## src/rtl/motor_guard.sv

```systemverilog
// Dual-channel H-bridge guard: enforces dead time on direct reversal and latches
// overcurrent faults with timed retry, independently for right and left motors.
module motor_guard_ch #(
    parameter int unsigned DEAD_CYCLES = 100000,
    parameter int unsigned FAULT_HOLD  = 10000000,
    parameter int unsigned OC_FILTER   = 16
) (
    input  logic clk,
    input  logic rst_n,
    input  logic f_i,
    input  logic b_i,
    input  logic pwm_i,
    input  logic oc_i,
    output logic f_o,
    output logic b_o,
    output logic pwm_o,
    output logic fault_o
);
    localparam int DW = (DEAD_CYCLES > 1) ? $clog2(DEAD_CYCLES) : 1;
    localparam int HW = (FAULT_HOLD > 1) ? $clog2(FAULT_HOLD) : 1;
    localparam int OW = $clog2(OC_FILTER + 1);
    localparam logic [DW-1:0] DEAD_LAST = DW'(DEAD_CYCLES - 1);
    localparam logic [HW-1:0] HOLD_LAST = HW'(FAULT_HOLD - 1);
    localparam logic [OW-1:0] OC_LAST   = OW'(OC_FILTER - 1);
    localparam logic [OW-1:0] OC_MAX    = OW'(OC_FILTER);

    typedef enum logic [1:0] {RUN, DEAD, FAULT} state_t;
    typedef enum logic [1:0] {DIR_STOP, DIR_FWD, DIR_REV} dir_t;

    logic          fin_q, bin_q, pwmin_q;
    logic          oc_s1_q, oc_s2_q;
    state_t        state_q, state_d;
    dir_t          dir_q, dir_d, cmd;
    logic [DW-1:0] dead_cnt_q, dead_cnt_d;
    logic [HW-1:0] hold_cnt_q, hold_cnt_d;
    logic [OW-1:0] oc_cnt_q, oc_cnt_d;
    logic          oc_trip;
    logic          f_q, f_d, b_q, b_d, pwm_q, pwm_d, fault_q, fault_d;

    always_ff @(posedge clk or negedge rst_n) begin
        if (!rst_n) begin
            fin_q      <= 1'b0;
            bin_q      <= 1'b0;
            pwmin_q    <= 1'b0;
            oc_s1_q    <= 1'b0;
            oc_s2_q    <= 1'b0;
            state_q    <= RUN;
            dir_q      <= DIR_STOP;
            dead_cnt_q <= '0;
            hold_cnt_q <= '0;
            oc_cnt_q   <= '0;
            f_q        <= 1'b0;
            b_q        <= 1'b0;
            pwm_q      <= 1'b0;
            fault_q    <= 1'b0;
        end else begin
            fin_q      <= f_i;
            bin_q      <= b_i;
            pwmin_q    <= pwm_i;
            oc_s1_q    <= oc_i;
            oc_s2_q    <= oc_s1_q;
            state_q    <= state_d;
            dir_q      <= dir_d;
            dead_cnt_q <= dead_cnt_d;
            hold_cnt_q <= hold_cnt_d;
            oc_cnt_q   <= oc_cnt_d;
            f_q        <= f_d;
            b_q        <= b_d;
            pwm_q      <= pwm_d;
            fault_q    <= fault_d;
        end
    end

    always_comb begin
        cmd        = DIR_STOP;
        state_d    = state_q;
        dir_d      = dir_q;
        dead_cnt_d = dead_cnt_q;
        hold_cnt_d = hold_cnt_q;
        oc_cnt_d   = '0;
        oc_trip    = 1'b0;

        if (fin_q && !bin_q)      cmd = DIR_FWD;
        else if (!fin_q && bin_q) cmd = DIR_REV;

        // Counter saturates at OC_FILTER so the trip fires once per high streak.
        if (oc_s2_q) begin
            oc_cnt_d = (oc_cnt_q == OC_MAX) ? oc_cnt_q : oc_cnt_q + OW'(1);
            oc_trip  = (oc_cnt_q == OC_LAST);
        end

        case (state_q)
            RUN: begin
                if (cmd != dir_q) begin
                    if (cmd != DIR_STOP && dir_q != DIR_STOP) begin
                        state_d    = DEAD;
                        dead_cnt_d = '0;
                    end else begin
                        dir_d = cmd;
                    end
                end
            end
            DEAD: begin
                if (dead_cnt_q == DEAD_LAST) begin
                    state_d = RUN;
                    dir_d   = cmd;
                end else begin
                    dead_cnt_d = dead_cnt_q + DW'(1);
                end
            end
            FAULT: begin
                if (hold_cnt_q == HOLD_LAST) begin
                    hold_cnt_d = '0;
                    if (!oc_s2_q) begin
                        state_d = RUN;
                        dir_d   = DIR_STOP;
                    end
                end else begin
                    hold_cnt_d = hold_cnt_q + HW'(1);
                end
            end
            default: begin
                state_d = RUN;
                dir_d   = DIR_STOP;
            end
        endcase

        if (oc_trip && state_q != FAULT) begin
            state_d    = FAULT;
            hold_cnt_d = '0;
        end

        // Drive is derived from next state so F and B can never overlap.
        f_d     = (state_d == RUN) && (dir_d == DIR_FWD);
        b_d     = (state_d == RUN) && (dir_d == DIR_REV);
        pwm_d   = (state_d == RUN) && (dir_d != DIR_STOP) && pwmin_q;
        fault_d = (state_d == FAULT);
    end

    assign f_o     = f_q;
    assign b_o     = b_q;
    assign pwm_o   = pwm_q;
    assign fault_o = fault_q;
endmodule

module motor_guard #(
    parameter int unsigned DEAD_CYCLES = 100000,
    parameter int unsigned FAULT_HOLD  = 10000000,
    parameter int unsigned OC_FILTER   = 16
) (
    input  logic       clk,
    input  logic       rst_n,
    input  logic       RMF_in,
    input  logic       RMB_in,
    input  logic       LMF_in,
    input  logic       LMB_in,
    input  logic       RM_pwm_in,
    input  logic       LM_pwm_in,
    input  logic       RM_oc,
    input  logic       LM_oc,
    output logic       RMF,
    output logic       RMB,
    output logic       LMF,
    output logic       LMB,
    output logic       RM_pwm,
    output logic       LM_pwm,
    output logic [1:0] fault
);
    motor_guard_ch #(
        .DEAD_CYCLES(DEAD_CYCLES), .FAULT_HOLD(FAULT_HOLD), .OC_FILTER(OC_FILTER)
    ) u_right (
        .clk(clk), .rst_n(rst_n),
        .f_i(RMF_in), .b_i(RMB_in), .pwm_i(RM_pwm_in), .oc_i(RM_oc),
        .f_o(RMF), .b_o(RMB), .pwm_o(RM_pwm), .fault_o(fault[0])
    );

    motor_guard_ch #(
        .DEAD_CYCLES(DEAD_CYCLES), .FAULT_HOLD(FAULT_HOLD), .OC_FILTER(OC_FILTER)
    ) u_left (
        .clk(clk), .rst_n(rst_n),
        .f_i(LMF_in), .b_i(LMB_in), .pwm_i(LM_pwm_in), .oc_i(LM_oc),
        .f_o(LMF), .b_o(LMB), .pwm_o(LM_pwm), .fault_o(fault[1])
    );
endmodule

```

## config.mk

```make
export PLATFORM = sky130hd
export DESIGN_NAME = motor_guard
export DESIGN_NICKNAME = d
export VERILOG_FILES = /design/src/rtl/motor_guard.sv
export SDC_FILE = /design/constraint.sdc
export NUM_CORES = 1
export LEC_CHECK = 0
export ABC_AREA = 1
export CAP_MARGIN = 30
export CORE_ASPECT_RATIO = 0.9
export CORE_MARGIN = 10
export CORE_UTILIZATION = 40
export DETAILED_ROUTE_END_ITERATION = 7
export HOLD_SLACK_MARGIN = 0.15
export PLACE_DENSITY = 0.63
export SLEW_MARGIN = 20
export SYNTH_ARGS = -nofsm -noshare
export SYNTH_HDL_FRONTEND = slang
export SYNTH_SLANG_ARGS = --single-unit
export TNS_END_PERCENT = 20
```

## constraint.sdc

```tcl
create_clock -name clk -period 2.7 [get_ports clk]
set_clock_uncertainty 0.15 [all_clocks]
set_input_delay 0.675 -clock clk [delete_from_list [all_inputs] [get_ports clk]]
set_output_delay 0.675 -clock clk [all_outputs]
set_load 0.02 [all_outputs]
```

==> results.py <==
metrics = {
    "outcome": {
        "run_status": "complete, no violations",
    },
    "floorplanning": {
        "ios": 18,
        "core-area_um2": 17000,
        "initial_utilization": 0.410,
        "rows": 45,
        "chipHeight_um": 145,
        "die_x_um": 159,
        "dieArea_um2": 23100,
    },
    "clocking": {
        "cts_buffers": 17,
        "clock-sinks": 118,
        "post_cts_resized": 0,
        "clock_latency_ps": 420,
        "clkSlewWorstSetupHoldPaths_ps": 50,
        "h-tree-depth": 4,
        "cts_tree": "built",
        "clockRootBuffer": "clkbuf_16",
        "clk_path_buf_depth": 2,
        "cts_setup_buffers": 0,
    },
    "yosys": {
        "synth-edff-count": 0,
        "synth_top_area_cell": "dfrtp_1",
        "synth_ff_type": "dfrtp_1",
        "syn_nets": 974,
        "yosysUniqueCellTypes": 42,
        "netlist_area_um2": 6970,
        "avgSynthCellArea_um2": 7.33,
        "ys_ff_latch": 118,
        "synth_top_area_frac": 0.424,
        "synthArstFlopShare": 1.00,
        "ys_seq_area_frac": 0.424,
        "synth_top_cells_by_area": "dfrtp_1 42%, nand2_1 12%, inv_1 7.5%",
        "ys.warnings.count": 0,
        "syn_inst": 950,
    },
    "drt": {
        "drc": 0,
        "firstDrtPassIters": 5,
        "top_layer": "met4",
        "viasPerCell": 4.93,
        "met1_length_um": 7800,
        "routed_wl_um": 15400,
        "detail_route.wl_per_cell_um": 12.6,
        "route.met2.wl_um": 6800,
        "via_count": 6040,
        "ant_nets": 0,
        "drt_iter0_markers": 476,
        "wl_met3_um": 690,
    },
    "sta": {
        "clock.fmax_mhz": 449,
        "rsz0062_at_grt": "false",
        "min_period_over_period": 0.825,
        "min_period_ps": 2230,
        "relSlewSlack": 0.677,
        "tightestPinTransition_ps": 484,
        "finalMaxSlewViolations": 0,
        "fin_tns_setup_ps": 0,
        "finalHoldViolations": 0,
        "setup_viol": 0,
    },
    "worst_setup_path": {
        "cp_cell_sequence": "clkdlybuf4s50_1",
        "path_class": "flop to output port",
        "slowest_delay_ps": 620,
        "r2r_setup_slack_ps": 560,
        "r2r_end": "u_right.b_o",
        "critPathTopFamily": "buffers and inverters",
        "reg2regPathDepth": 11,
        "cp_max_fo": 1,
        "path_buf_inv": 1,
        "setup.worst_path.start_class": "flop",
        "r2r-start": "u_right.bin_q",
        "worst_ep_arrival_time_ps": 1400,
        "worst_ep_required_time_ps": 1880,
        "cp-end-kind": "output port",
        "crit_path_top_delay_cell": "clkdlybuf4s50_1",
    },
    "run": {
        "cap_violations": 0,
    },
    "layout": {
        "nets": 1003,
        "syn_to_final_growth_pct": 15.2,
        "fillers": 1721,
        "layout_common_cells": "221 x nand2_1, 139 x inv_1, 120 x nor2_1",
        "antenna_cells": 0,
        "drive_gt1_frac": 0.0747,
        "design_area_um2": 8030,
        "final_common_cell": "nand2_1",
    },
    "grt": {
        "grtUsageTotal": 0.136,
        "grt_max_degree": 66,
        "grt_pass1_wl_um": 26600,
        "overflow": 0,
        "grt_pass1_vias": 5530,
        "antenna_found_initial": 0,
    },
    "place": {
        "place.gp.congestion": 0.901,
        "portBuffers": 17,
        "dpl_cell_area_um2": 7400,
        "hpwl_um": 11200,
    },
    "hold_path": {
        "hold_path_depth": 0,
        "worstHoldPathType": "flop to flop",
        "hold_end": "u_left.oc_s2_q",
        "hold_path_startpoint": "u_left.oc_s1_q",
    },
    "power_and_ir_drop": {
        "leakagePower_nw": 3.72,
        "power-per-cell-area_nw_per_um2": 667,
        "vdd_drop_max_uv": 410,
    },
}
cells by family (layout without fill, tap and decap cells):
logic type	after synthesis	in the layout	synth area share
simple gates	507	507	0.328
buf+inv	158	198	0.0894
compound gates	127	127	0.100
flops	118	118	0.424
xor+xnor	26	26	0.0327
fa+ha+maj	14	14	0.0251
cells in the mapped netlist, types with 5 or more instances:
cell and instances:
buf_2 6, nand2_2 7, nand2_1 221, nand4_1 24
nand3_1 80, inv_2 5, a21oi_1 31, o21ai_0 61
nor2_2 7, xnor2_1 5, o22ai_1 14, inv_1 139
xor2_1 21, o21ai_1 8, ha_1 14, nor2_1 120
nor3_1 28, dfrtp_1 118
through the flow:
step	std cells	hold slack [ps]	utilization	worst slack (ps)	power (mW)
2_1_floorplan	950	181	-	880	2.77
3_3_place_gp	1194	182	0.435	586	3.03
3_5_place_dp	1194	187	0.435	562	3.04
4_1_cts	1225	200	0.472	458	5.40
5_1_grt	1225	202	0.472	328	5.65
6_report	1225	198	0.472	474	5.35
area by class of cell:
class	count	area [µm²]	share of cell area
timing repair buffer	23	228	0.0284
inverter	145	544	0.0678
clock inverter	8	121	0.0151
sequential	118	2950	0.368
multi-input combinational	674	3390	0.423
tap	235	294	0.0366
clock buffer	22	494	0.0616
what timing repair did:
item,4_1_cts,5_1_grt
hold buffers,1,0
setup endpoints to repair,0,0
hold endpoints to repair,20,0
per-layer routing:
metal,vias to the layer above,track usage
met1,2783,0.191
met2,121,0.198
met4,0,0.0394
met5,-,0
li1,3122,-
met3,14,0.0373
registers in the layout, indices dropped and copies added (netlist names), 2 cells and up:
signal,count
u_right.dir_q,2
u_right.hold_cnt_q,24
u_left.dead_cnt_q,17
u_left.oc_cnt_q,5
u_left.state_q,2
u_right.state_q,2
u_right.dead_cnt_q,17
u_right.oc_cnt_q,5
u_left.dir_q,2
u_left.hold_cnt_q,24
worst max path at each step:
stage / to / cells past startpoint / slack (ps) / from
after floorplan: u_right.hold_cnt_q[12] / 9 / 880 / u_right.oc_cnt_q[0]
after global placement: u_right.dead_cnt_q[11] / 9 / 590 / u_right.bin_q
after detailed placement: u_left.hold_cnt_q[1] / 8 / 560 / u_left.oc_cnt_q[0]
after CTS: LMF / 1 / 460 / u_left.f_o
after global routing: u_right.dead_cnt_q[11] / 10 / 330 / u_right.bin_q
final: LMF / 1 / 470 / u_left.f_o
power by group:
| part | internal [mW] | switching (mW) |
|---|---|---|
| clock | 1.56 | 0.783 |
| combinational | 0.309 | 0.587 |
| sequential | 1.94 | 0.177 |
| total | 3.81 | 1.55 |
Note: power is estimated with default switching activity, not from simulation.
